`src/rtl/decimal_pkg.sv`:
```
// Shared decimal digit types, constants and the binary-to-one-hot decode,
// reused by the encoder side for checking.
package decimal_pkg;

  localparam int unsigned DEC_W   = 10;
  localparam int unsigned BIN_W   = 4;
  localparam int unsigned DEC_MAX = 9;

  typedef logic [DEC_W-1:0] dec_onehot_t;
  typedef logic [BIN_W-1:0] bin_digit_t;

  function automatic logic is_out_of_range(input bin_digit_t bin);
    return bin > BIN_W'(DEC_MAX);
  endfunction

  // Codes 10..15 have no decimal digit and decode to all zeros.
  function automatic dec_onehot_t bin2onehot(input bin_digit_t bin);
    if (is_out_of_range(bin)) return '0;
    return dec_onehot_t'(1) << bin;
  endfunction

endpackage

```
`src/rtl/sync_fifo.sv`:
```
// Single-clock FIFO with power-of-two depth, wrapping pointers and an
// occupancy count one bit wider than the pointers.
module sync_fifo #(
  parameter  int unsigned WIDTH = 11,
  parameter  int unsigned DEPTH = 2,
  localparam int unsigned AW    = $clog2(DEPTH),
  localparam int unsigned CW    = AW + 1
) (
  input  logic             clk,
  input  logic             rst,
  input  logic             push,
  input  logic             pop,
  input  logic [WIDTH-1:0] wdata,
  output logic [WIDTH-1:0] rdata,
  output logic             full,
  output logic             empty,
  output logic [CW-1:0]    count
);

  logic [WIDTH-1:0] mem [DEPTH];
  logic [AW-1:0]    wr_ptr;
  logic [AW-1:0]    rd_ptr;
  logic             do_push;
  logic             do_pop;

  assign full    = (count == CW'(DEPTH));
  assign empty   = (count == '0);
  assign do_push = push && !full;
  assign do_pop  = pop && !empty;
  assign rdata   = mem[rd_ptr];

  // NOTE: state registers use non-blocking assignments so every flop samples
  // pre-edge values regardless of the order the blocks are evaluated.
  always_ff @(posedge clk) begin
    if (rst) begin
      wr_ptr <= '0;
      rd_ptr <= '0;
      count  <= '0;
    end else begin
      if (do_push) wr_ptr <= wr_ptr + 1'b1;
      if (do_pop)  rd_ptr <= rd_ptr + 1'b1;
      case ({do_push, do_pop})
        2'b10:   count <= count + 1'b1;
        2'b01:   count <= count - 1'b1;
        default: ;
      endcase
    end
  end

  // NOTE: storage is deliberately left out of reset; a slot is only read
  // after it has been written, and the consumer masks the head while empty.
  always_ff @(posedge clk) begin
    if (do_push) mem[wr_ptr] <= wdata;
  end

endmodule

```
`src/rtl/binary2decimal_decoder.sv`:
```
// Streaming 4-bit code to one-hot decimal decoder with an elastic output
// FIFO and a saturating count of out-of-range codes.
module binary2decimal_decoder
  import decimal_pkg::*;
#(
  parameter int unsigned FIFO_DEPTH = 2,
  parameter int unsigned ERR_CNT_W  = 8
) (
  input  logic                 clk,
  input  logic                 rst,
  input  logic                 in_valid,
  output logic                 in_ready,
  input  logic [3:0]           in_bin,
  output logic                 out_valid,
  input  logic                 out_ready,
  output logic [9:0]           out_dec,
  output logic                 out_err,
  output logic [ERR_CNT_W-1:0] err_cnt,
  input  logic                 err_clr
);

  localparam int unsigned ENTRY_W = DEC_W + 1;
  localparam int unsigned CW      = $clog2(FIFO_DEPTH) + 1;

  dec_onehot_t        in_dec;
  logic               in_err;
  logic               push;
  logic               pop;
  logic [ENTRY_W-1:0] fifo_rdata;
  logic               fifo_full;
  logic               fifo_empty;
  logic [CW-1:0]      fifo_count;

  assign in_dec = bin2onehot(in_bin);
  assign in_err = is_out_of_range(in_bin);

  // Readiness comes only from registered occupancy, never from out_ready.
  assign in_ready  = (fifo_count < CW'(FIFO_DEPTH));
  assign out_valid = !fifo_empty;
  assign push      = in_valid && !fifo_full;
  assign pop       = out_valid && out_ready;

  sync_fifo #(
    .WIDTH (ENTRY_W),
    .DEPTH (FIFO_DEPTH)
  ) u_fifo (
    .clk   (clk),
    .rst   (rst),
    .push  (push),
    .pop   (pop),
    .wdata ({in_dec, in_err}),
    .rdata (fifo_rdata),
    .full  (fifo_full),
    .empty (fifo_empty),
    .count (fifo_count)
  );

  // NOTE: outputs get defaults before the conditional so no latch is inferred.
  always_comb begin
    out_dec = '0;
    out_err = 1'b0;
    if (!fifo_empty) {out_dec, out_err} = fifo_rdata;
  end

  // A clear wins over a same-cycle error; the count sticks at all-ones.
  always_ff @(posedge clk) begin
    if (rst || err_clr) begin
      err_cnt <= '0;
    end else if (push && in_err && (err_cnt != '1)) begin
      err_cnt <= err_cnt + 1'b1;
    end
  end

endmodule

```
`config.mk`:
```
export PLATFORM = sky130hd
export DESIGN_NAME = binary2decimal_decoder
export DESIGN_NICKNAME = d
export VERILOG_FILES = /design/src/rtl/decimal_pkg.sv /design/src/rtl/sync_fifo.sv /design/src/rtl/binary2decimal_decoder.sv
export SDC_FILE = /design/constraint.sdc
export NUM_CORES = 1
export LEC_CHECK = 0
export CORE_UTILIZATION = 54
export DETAILED_ROUTE_END_ITERATION = 10
export PLACE_DENSITY = 0.8
export REMOVE_ABC_BUFFERS = 1
export SYNTH_ARGS = -nofsm -noshare
export SYNTH_HDL_FRONTEND = slang
export SYNTH_SLANG_ARGS = --single-unit
```
`constraint.sdc`:
```
create_clock -name clk -period 4.5 [get_ports clk]
set_input_delay 0.9 -clock clk [delete_from_list [all_inputs] [get_ports clk]]
set_output_delay 0.9 -clock clk [all_outputs]
set_load 0.01 [all_outputs]
```
==> out/results.tsv, run 1 <==
stage	metric	value	unit
worst_setup_path	cp-end-kind	output pin	
pwr	p_per_area	476	nW/µm²
pwr	power.switching	0.288	mW
clock_network	clock_latency	0.33	ns
global_routing	grt_pass1_vias	1152	
global_routing	grt_max_degree	14	
route	dr.max_layer_used	met4	
route	wl_met3	147	µm
sta	fin_crit_sh	0.648	
synth	synth_area	1560	µm²
route	wl_met2	1630	µm
layout	diodes	0	
route	dr_total_vias	1152	
layout	drive_gt1_frac	0.0690	
job	drv_cap	0	
global_routing	antenna_found_initial	0	
layout	layout_common_cells	clkdlybuf4s50_1, nor2_1, edfxtp_1, dfxtp_1, mux2i_1	
global_routing	track_usage	0.218	
synth	ys_top_cells_by_area	edfxtp_1, dfxtp_1, mux2i_1, nor2_1, nor3_1	
worst_hold_path	whs_path_depth	2	
route	met1_length	1160	µm
sta	finalMaxSlewViolations	0	
clock_network	cts_made_buffers	5	
global_routing	grt_overflow	0	
synth	syn_area_per_cell	11.1	µm²
worst_setup_path	crit_chain	nor2_1 > nor2_1 > clkdlybuf4s50_1	
pwr	swShare	0.312	
synth	async_flop_share	0	
floorplanning	ios	30	
worst_setup_path	path_common_cell	nor2_1	
clock_network	cts_tree	done	
worst_setup_path	cp-start-kind	flop	
worst_setup_path	critPathMaxStageDelay	0.66	ns
worst_setup_path	critical-path-top-delay-family	simple AND/OR/NAND/NOR gates	
synth	synth_top_area_share	0.424	
route	route.detailed.drc	0	
place	place.gp.congestion	0.813	
synth	ys_seq_area_frac	0.591	
place	io_buffers	29	
synth	synth_edf_count	22	
layout	syn_to_final_growth	24.1	%
clock_network	cts_setup_buffers	0	
clock_network	clock-sinks	35	
worst_setup_path	critical_path_depth	3	
place	placed_area	1880	µm²
synth	synth_warnings	0	
worst_setup_path	worstSetupPathType	reg -> out	
sta	fmax	0.343	GHz
floorplanning	num_rows	19	
floorplanning	die_x	55.7	µm
layout	fill_cells	203	
worst_hold_path	min_from	u_fifo.count[1]$_SDFFE_PP0P_	
pwr	p_int	0.633	mW
synth	yosysTopAreaCell	edfxtp_1	
pwr	vdd_drop_max	0.000427	V
worst_setup_path	cpMaxStageDelayCell	nor2_1	
pwr	p_comb_frac	0.338	
sta	clock_skew	0.00372	ns
sta	worst_slew_pin_slew	0.968	ns
global_routing	grt_pass1_wl	5100	µm
sta	rsz0062_at_grt	false	
route	wl_per_cell	14.7	µm
pwr	leakage	0.645	nW
clock_network	cts_buffer_depth	2	
pwr	seq_power_share	0.476	
floorplanning	dieArea	3110	µm²
sta	finalHoldViolations	0	
synth	ys_seq_elements	35	
floorplanning	coreArea	2730	µm²
clock_network	ctsResizeCount	0	
sta	setup_viol	0	
worst_setup_path	crit_path_start	u_fifo.count[0]$_SDFFE_PP0P_	
worst_setup_path	cp_data_arrival_time	2.02	ns
clock_network	h-tree-depth	2	
place	hpwl	2170	µm
clock_network	clk_pin_slew_worst_paths	0.09	ns
sta	maxSlewHeadroom	0.352	
floorplanning	die_y	55.7	µm
synth	synthFlopType	edfxtp_1	
synth	synth_cells	140	
status	outcome	completed	
worst_setup_path	r2r-start	u_fifo.count[0]$_SDFFE_PP0P_	
worst_setup_path	worstPathMaxFanout	13	
clock_network	cts-root-buf	clkbuf_4	
layout	final_area	1930	µm²
route	antenna_left	0	
pwr	p_clk_frac	0.186	
layout	final_common_cell	clkdlybuf4s50_1	
worst_setup_path	cp.required	3.60	ns
route	viasPerCell	5.62	
layout	nets	184	
floorplanning	start_util	0.570	
route	wirelength	3010	µm
synth	yosysUniqueCellTypes	32	
clock_network	postCtsHoldBufs	0	
route	drtIter0Drc	49	
sta	fin_crit	2.92	ns
route	first_pass_iters	4	
worst_setup_path	critical_path_buf_inv_count	1	
worst_setup_path	rr_worst_depth	5	
worst_hold_path	hold_class	reg -> reg	
sta	tns	0	ns
## stage by stage
step | instances | worst slack (ns) | power (mW) | hold slack (ns) | util
after global routing | 205 | 1.42 | 0.972 | 0.558 | 0.708
after global placement | 197 | 1.87 | 0.745 | 0.494 | 0.686
after CTS | 205 | 1.55 | 0.930 | 0.526 | 0.708
after floorplan | 137 | 2.57 | 0.611 | 0.478 | -
final | 205 | 1.58 | 0.921 | 0.519 | 0.708
after detailed placement | 197 | 1.72 | 0.762 | 0.501 | 0.686
## power groups by stage
stage	Combinational, mW	Sequential, mW	Clock, mW
3_5_place_dp	0.315	0.447	0
4_1_cts	0.316	0.440	0.174
5_1_grt	0.343	0.445	0.184
2_1_floorplan	0.174	0.436	0
3_3_place_gp	0.302	0.443	0
6_report	0.312	0.438	0.171
## logic make-up (layout without fill, tap and decap cells)
kind of cell               count (synthesis)  count (layout)  share of synthesized area
muxes                                     12              12                     0.0770
buffers and inverters                      7              41                     0.0177
AOI/OAI and AO/OA                         16              16                     0.0738
adders and majority gates                  2               2                     0.0160
and+or+nand+nor                           64              64                      0.202
DFF                                       35              35                      0.591
xor gates and xnor gates                   4               4                     0.0225
## cells in the mapped netlist, types with 3 or more instances
cell      instances
dfxtp_1          13
edfxtp_1         22
inv_1             4
mux2i_1          12
nor2_1           25
nand2_1           9
nand3_1           5
nand2b_1          3
a211oi_1          3
nor3_1            8
a21oi_1           5
o21ai_0           3
or3_1             3
## worst register-to-register path: stages, from the launching register on
cell     delay (ns)
dfxtp_1        0.35
nor2_1         0.66
nor2b_1        0.21
ha_1           0.38
or3_1          0.38
a21oi_1        0.13
## layout make-up
class                      count  area (µm²)  share of cell area
timing repair buffer          29         290               0.150
tap                           31        38.8              0.0201
multi-input combinational     98         611               0.316
clock inverter                 1        3.75             0.00194
clock buffer                   7        55.1              0.0285
inverter                       4        15.0             0.00776
sequential                    35         921               0.476
## registers in the layout, summed over array words and instances (netlist names), named ones only
signal and cells:
u_fifo.count 2, err_cnt 8, u_fifo.rd_ptr 1, u_fifo.wr_ptr 1, u_fifo.mem 22
## per-layer routing
metal	vias up	GRT usage
met5	-	0
met4	0	0.125
met3	9	0.0558
met2	49	0.392
met1	522	0.228
li1	572	-
## worst paths after layout
kind / end / slack [ns]
hold / removal: u_fifo.count[1]$_SDFFE_PP0P_ / 0.52
setup / recovery: out_dec[3] / 1.58
hold reg to reg: u_fifo.count[1]$_SDFFE_PP0P_ / 0.52
setup reg to reg: u_fifo.count[1]$_SDFFE_PP0P_ / 2.32
(Power assumes the default switching activity.)
==> inputs of run 2 (changes only) <==
CORE_UTILIZATION = 46   (was 54)
PLACE_DENSITY = 0.72   (was 0.8)
clock period = 2.55 ns   (was 4.5 ns; I/O delays follow)
==> run 2 against run 1 <==
Register-to-register slack worse by 1.7 ns. Die area up 17%. Final cell count up 7.3%. Critical endpoint is now out_dec[8].
==> out/results.tsv, run 2 (synthesized netlist as in run 1, its figures left out) <==
stage	metric	value	unit
status	outcome	completed	
worst_hold_path	hold_class	reg -> reg	
clock_network	ctsResizeCount	1	
layout	nets	186	
worst_hold_path	min_from	err_cnt[5]$_SDFFE_PP0P_	
pwr	vdd_drop_max	0.000586	V
layout	fin_util	0.627	
floorplanning	num_rows	20	
floorplanning	dieArea	3630	µm²
route	route.detailed.drc	0	
place	place.gp.congestion	0.817	
clock_network	cts_tree	done	
worst_setup_path	cp.required	2.04	ns
layout	diodes	0	
floorplanning	die_x	60.2	µm
clock_network	clk_pin_slew_worst_paths	0.10	ns
clock_network	cts_made_buffers	5	
route	antenna_left	0	
layout	largest_reg_flops	22	
worst_hold_path	hold_end	err_cnt[5]$_SDFFE_PP0P_	
route	wirelength	2980	µm
worst_setup_path	cp_data_arrival_time	1.84	ns
route	wl_per_cell	13.6	µm
clock_network	cts-root-buf	clkbuf_4	
global_routing	grt_overflow	0	
pwr	leakage	0.657	nW
worst_setup_path	worstPathMaxFanout	7	
sta	clock_skew	0.0103	ns
sta	tns	0	ns
clock_network	h-tree-depth	2	
worst_setup_path	rrSetupSlack	0.58	ns
place	io_buffers	29	
sta	fmax	0.425	GHz
global_routing	antenna_found_initial	0	
sta	fin_crit	2.35	ns
clock_network	clock-sinks	35	
layout	regMostFlops	u_fifo.mem	
floorplanning	coreArea	3130	µm²
global_routing	track_usage	0.187	
pwr	p_per_area	833	nW/µm²
layout	syn_to_final_growth	25.8	%
layout	layout_common_cells	clkdlybuf4s50_1, nor2_1, edfxtp_1, dfxtp_1, mux2i_1	
sta	finalMaxSlewViolations	0	
sta	finalHoldViolations	0	
floorplanning	die_y	60.2	µm
worst_setup_path	timing.rr.end	u_fifo.count[1]$_SDFFE_PP0P_	
clock_network	cts_setup_buffers	0	
layout	final_common_cell	clkdlybuf4s50_1	
global_routing	grt_pass1_wl	4640	µm
sta	setup_viol	0	
route	first_pass_iters	4	
worst_setup_path	cp-end-kind	output pin	
clock_network	clock_latency	0.34	ns
clock_network	postCtsHoldBufs	0	
sta	fin_crit_sh	0.922	
sta	hold_ws	0.512	ns
job	drv_cap	0	
place	hpwl	2160	µm
worst_setup_path	cp-start-kind	flop	
clock_network	cts_buffer_depth	2	
global_routing	grt_pass1_vias	1024	
route	dr_total_vias	1155	
worst_setup_path	r2r-start	u_fifo.count[0]$_SDFFE_PP0P_	
route	viasPerCell	5.25	
layout	fill_cells	266	
floorplanning	ios	30	
global_routing	grt_max_degree	14	
sta	maxSlewHeadroom	0.629	
sta	rsz0062_at_grt	false	
worst_hold_path	whs_path_depth	2	
layout	largestRegisters	u_fifo.mem: 22 flops, err_cnt: 8 flops, u_fifo.count: 2 flops	
floorplanning	start_util	0.498	
worst_setup_path	worstSetupPathType	reg -> out	
route	drtIter0Drc	53	
worst_setup_path	rr_worst_depth	5	
sta	worst_slew_pin_slew	0.557	ns
layout	drive_gt1_frac	0.0966	
-- run 2: cell types whose count changed in the layout (fill, tap and decap cells not counted), sizes merged --
cell / previous run / this run
clkinv: 1 / 3
clkbuf: 7 / 5
buf: 0 / 2
-- run 2: cell type report --
cell class | instances | area, µm² | share of cell area
inverters | 4 | 15.0 | 0.00765
clock inverters | 3 | 15.0 | 0.00765
repair buffers | 31 | 305 | 0.156
multi-input cells | 98 | 613 | 0.313
flip-flops and latches | 35 | 921 | 0.469
clock buffers | 5 | 37.5 | 0.0191
well taps | 44 | 55.1 | 0.0281
-- run 2: worst max-delay path: stages (launching register included) --
cell and delay (ns):
dfxtp_1 0.50, buf_4 0.25, mux2i_1 0.21, nor2_1 0.06, clkdlybuf4s50_1 0.50
-- run 2: layer usage --
metal / wire (µm) / vias to the layer above / GRT usage / share of wire
met5: 0 / - / 0 / 0
met4: 55 / 0 / 0.103 / 0.018
met3: 146 / 6 / 0.0736 / 0.049
met2: 1460 / 27 / 0.287 / 0.49
met1: 1320 / 541 / 0.223 / 0.44
li1: - / 581 / - / -
-- run 2: through the flow --
stage,std cells,cell area (µm²),setup slack (ns),power [mW]
after floorplan,137,1550,0.726,1.08
after global placement,212,1910,0.462,1.34
after global routing,220,1960,0.0725,1.73
after detailed placement,212,1910,0.277,1.37
final,220,1960,0.200,1.63
after CTS,220,1960,0.164,1.65
-- run 2: power breakdown --
part           leakage (nW)  switching (mW)  internal [mW]
clock                0.0347           0.183          0.102
combinational         0.304           0.295          0.297
sequential            0.319          0.0541          0.702
-- run 2: how the worst max path moves through the flow --
stage / to / slack, ns / cells after the start
global route: out_dec[9] / 0.07 / 4
finish: out_dec[8] / 0.20 / 4
floorplan: u_fifo.count[1]$_SDFFE_PP0P_ / 0.73 / 5
CTS: out_dec[8] / 0.16 / 4
detailed placement: u_fifo.count[1]$_SDFFE_PP0P_ / 0.28 / 5
global placement: u_fifo.count[1]$_SDFFE_PP0P_ / 0.46 / 5
==> inputs of run 3 (changes only) <==
HOLD_SLACK_MARGIN = 0.02   (was unset)
==> results of run 3 <==
No change in the layout: final DEF, timing and power equal those of run 2.
